$ cat config.mk
export PLATFORM = sky130hd
export DESIGN_NAME = pipelined_adder_tree
export DESIGN_NICKNAME = d
export VERILOG_FILES = /design/src/rtl/pipelined_adder_tree.sv
export SDC_FILE = /design/constraint.sdc
export NUM_CORES = 1
export LEC_CHECK = 0
export ABC_AREA = 0
export BUFFER_PORTS_ARGS = -buffer_cell sky130_fd_sc_hd__buf_4
export CORE_MARGIN = 8
export CORE_UTILIZATION = 58
export CTS_CLUSTER_SIZE = 40
export DETAILED_ROUTE_END_ITERATION = 7
export PLACE_DENSITY = 0.87
export SYNTH_ARGS = -nofsm -noshare
export SYNTH_HDL_FRONTEND = slang
export SYNTH_SLANG_ARGS = --single-unit
$ cat constraint.sdc
create_clock -name clk -period 2.97 [get_ports clk]
set_clock_uncertainty 0.15 [all_clocks]
set_input_delay 0.1485 -clock clk [delete_from_list [all_inputs] [get_ports clk]]
set_output_delay 0.1485 -clock clk [all_outputs]
set_load 0.005 [all_outputs]
$ cat src/rtl/pipelined_adder_tree.sv
// Pipelined N-channel unsigned adder tree with valid/ready flow control.
// Define ADDER_TREE_SATURATE_EN to clamp out_sum instead of wrapping.
module pipelined_adder_tree #(
   parameter int N = 8,
   parameter int W = 8
) (
   input  logic           clk,
   input  logic           rst,
   input  logic           in_valid,
   output logic           in_ready,
   input  logic [N*W-1:0] in_data,
   output logic           out_valid,
   input  logic           out_ready,
   output logic [W-1:0]   out_sum,
   output logic           out_ovf
);

   localparam int L = $clog2(N);

   logic           w_stall;
   logic [W+L-1:0] w_exact;

   for (genvar k = 1; k <= L; k++) begin : g_lvl
      localparam int CW = W + k;
      localparam int CN = N >> k;

      logic [2*CN*(CW-1)-1:0] w_src;
      logic                   w_vin;
      logic [CN*CW-1:0]       r_sum;
      logic                   r_vld;

      if (k == 1) begin : g_first
         assign w_src = in_data;
         assign w_vin = in_valid;
      end else begin : g_next
         assign w_src = g_lvl[k-1].r_sum;
         assign w_vin = g_lvl[k-1].r_vld;
      end

      // Each level widens by one bit so no carry is ever lost.
      always_ff @(posedge clk) begin
         if (rst) begin
            r_vld <= 1'b0;
            r_sum <= '0;
         end else if (!w_stall) begin
            r_vld <= w_vin;
            for (int j = 0; j < CN; j++) begin
               r_sum[j*CW +: CW] <=
                  CW'(w_src[2*j*(CW-1) +: CW-1]) +
                  CW'(w_src[(2*j+1)*(CW-1) +: CW-1]);
            end
         end
      end
   end

   assign w_exact   = g_lvl[L].r_sum;
   assign out_valid = g_lvl[L].r_vld;
   assign w_stall   = out_valid && !out_ready;
   assign in_ready  = !w_stall;
   assign out_ovf   = |w_exact[W+L-1:W];

`ifdef ADDER_TREE_SATURATE_EN
   assign out_sum = out_ovf ? '1 : w_exact[W-1:0];
`else
   assign out_sum = w_exact[W-1:0];
`endif

endmodule

==> summary.txt <==
Clocking
  – CTS hold repair buffers: 1
  – CTS Buffer Depth: 2
  – Insertion delay to the later sink of the worst-skew pair: 0.34 ns
  – Root Buffer: clkbuf_8
  – CTS resizes: 0
  – Clk pin slew, worst setup/hold paths: 0.07 ns
  – Sink Count: 70
  – Depth of the CTS H-tree: 3
  – CTS tree: yes
  – # Post-CTS Setup Buffers: 0
  – CTS buffer count: 9

Floorplan
  – Chip Height: 108 um
  – FP Rows: 33
  – Core area: 0.00822 mm^2
  – IO Pins: 79
  – Die area: 0.0117 mm^2
  – Initial core utilization: 59.9%
  – Die width: 108 um

Route
  – Routed WL: 11800 um
  – Wire per inst: 15.6 um
  – DRC viols: 0
  – Initial DRC count: 288
  – Via count: 4733
  – Vias per cell: 6.27
  – Drt pass-1 iters: 4
  – ANT nets after route: 0

STA
  – Period utilization: 78.6%
  – Slew Viols, Final: 0
  – Fmax: 0.428 GHz
  – Clock period minus worst slack: 2.34 ns
  – Slew @ Worst Pin: 0.881 ns
  – Setup TNS: 0 ns
  – RSZ-0062 raised after global routing: false
  – Worst hold-check slack: 0.0146 ns
  – Worst slew margin: 41.2%
  – Final Hold Vio Count: 0
  – # setup viols final: 0

Min path
  – Hold Crit Start: out_ready
  – Hold WC Path Type: in2reg
  – Hold EP: g_lvl[3].r_sum[1]
  – Worst Hold Depth: 4

Power and ir drop
  – Peak supply drop: 292 uV
  – PD cells: 498 mW/mm^2
  – Lkg Pwr: 2.51 nW

Place
  – GP Congestion: 0.873
  – Placed cell count: 741
  – Port Buffers: 78
  – DP HPWL: 8740 um

Global route
  – Remaining Overflow, GRT: 0
  – First-pass GRT wire length: 20100 um
  – Vias in the first global route: 4645
  – Gr usage total: 20.4%
  – Largest net degree at the start of global routing: 81
  – Initial antenna violation count: 0

Yosys
  – Post-synth top area cell: dfxtp_1
  – Number of flops mapped to enable cells by yosys: 0
  – Sequential-to-total area share from yosys stat: 28.5%
  – Synth top area share: 28.5%
  – Syn Nets: 726
  – Ys async rst share: 0%
  – Cells after synthesis: 591
  – Synth Register Bits: 70
  – Area contributors post-synth: dfxtp_1 (28%), ha_1 (15%), nand2_1 (4.9%)
  – Synth warn: 0
  – Yosys cell types: 54
  – Mapped cell area: 0.00492 mm^2
  – Primary FF master, synth: dfxtp_1
  – Post-Syn Area per Cell: 8.33 um^2

Critical path
  – Startpoint of the worst-slack reg-to-reg timing path: g_lvl[2].r_sum[0]
  – Worst EP arrival: 2.40 ns
  – CP Capture Type: flop
  – Crit path max-delay family: compound AO/OA/AOI/OAI gates
  – WS Path Type: reg2reg
  – Worst Path Required: 3.03 ns
  – Cells along the critical path: ha_1, fa_1, a211oi_1, o211a_1, nor3_1, a2111oi_0, nor2_1
  – Flop2flop setup slack: 0.63 ns
  – Worst-path fanout max: 3
  – Largest stage delay on the critical path: 0.43 ns
  – Worst path slowest cell: fa_1
  – Reg2Reg Depth: 7
  – Worst setup SP type: flop
  – Endpoint of the worst-slack reg-to-reg timing path: g_lvl[3].r_sum[10]
  – CP Buf/Inv Count: 0

Final layout
  – # fillers: 659
  – Area Growth Syn to Fin: 15.1%
  – Number of antenna diodes: 0
  – Area occupied by multi-input gates: 0.00329 mm^2
  – Layout Cells excl Fill: 755
  – Layout cells sized above 1: 16.2%
  – Reg area: 0.00140 mm^2
  – Layout Nets: 783

Outcome
  – Outcome: finished clean

Run
  – Max_cap viols: 0
==> flip-flops by register name (all words and copies together), names as in the netlist <==
name / flops
out_valid: 1
g_lvl.r_vld: 2
g_lvl.r_sum: 67
==> final cells by class <==
cell class,instances,share of cell area (%)
inverter,8,0.530
clock inverter,2,0.618
timing repair buffer,85,11.3
multi-input combinational,474,58.0
sequential,70,24.7
tap,105,2.32
clock buffer,11,2.50
==> per-layer routing <==
layer	wire [um]	vias up	track usage (%)
li1	-	2332	-
met1	5210	2225	24.8
met2	5700	149	35.1
met3	580	27	2.80
met4	266	0	8.92
met5	0	-	0
==> worst max path at each step <==
stage	start	endpoint	slack (ns)	cells past startpoint
finish	g_lvl[2].r_sum[0]	g_lvl[3].r_sum[10]	0.63	7
floorplan	g_lvl[2].r_sum[0]	g_lvl[3].r_sum[10]	0.86	7
CTS	g_lvl[2].r_sum[0]	g_lvl[3].r_sum[10]	0.70	7
global placement	g_lvl[2].r_sum[0]	g_lvl[3].r_sum[10]	0.77	7
detailed placement	g_lvl[2].r_sum[0]	g_lvl[3].r_sum[10]	0.73	7
global route	g_lvl[2].r_sum[0]	g_lvl[3].r_sum[10]	0.36	7
==> where the power goes <==
| group | internal (W) | switching [W] | leakage, nW | total, W |
|---|---|---|---|---|
| logic | 0.000449 | 0.000479 | 1.84 | 0.000928 |
| clock network | 0.000396 | 0.000337 | 0.0911 | 0.000734 |
| registers | 0.00107 | 0.0000848 | 0.581 | 0.00116 |
==> worst min-delay path: stages <==
cell and delay, ns:
buf_4 0.09, nor2b_4 0.09, nand2_1 0.08, a21oi_1 0.05
==> synthesized netlist by cell type, drive strengths merged (2+ instances only) <==
master   instances
dfxtp           70
nand2           64
ha              60
nor2            47
a21oi           43
o21ai           40
a211oi          30
buf             23
nand3           21
nor4b           20
clkbuf          16
a31oi           15
a21o            14
nor3            13
o21a            10
or3             10
or4             10
a211o            8
inv              8
fa               7
o211ai           7
nand4            6
xnor2            6
nor2b            5
o221ai           5
mux2i            4
or2              3
xor2             3
a21boi           2
a32oi            2
and2             2
and3             2
nand3b           2
o2111ai          2
o31a             2
o41ai            2
==> cells in the final DEF, fill, tap and decap left out, types with 7 or more instances in the layout <==
cell type  count
o21a_1         9
or3_1         10
nand2_1       64
inv_1          7
nor2_1        47
buf_4         84
ha_1          60
a21oi_1       42
nor3_1        13
nor4b_1       20
a211oi_1      30
o21ai_0       39
or4_1         10
a31oi_1       15
fa_1           7
nand3_1       21
dfxtp_1       70
a211o_1        7
a21o_1        13
clkbuf_8      10
==> kinds of logic (layout without fill, tap and decap cells) <==
family	count (synthesis)	in the layout	share of synthesized area, %
DFF	70	70	28.5
muxes	4	4	0.813
xor gates and xnor gates	9	9	1.60
AOI/OAI and AO/OA	188	188	25.0
adders and majority gates	67	67	18.1
buffers and inverters	47	106	4.95
and+or+nand+nor	206	206	21.1
==> stage by stage <==
step	util (%)	total power (W)	area, um^2	setup WS (ns)
2_1_floorplan	-	0.00183	4920	0.865
3_3_place_gp	66.7	0.00205	5480	0.771
3_5_place_dp	66.7	0.00209	5480	0.731
4_1_cts	69.0	0.00282	5670	0.696
5_1_grt	69.0	0.00300	5670	0.359
6_report	69.0	0.00282	5670	0.635
(Power assumes the default switching activity.)
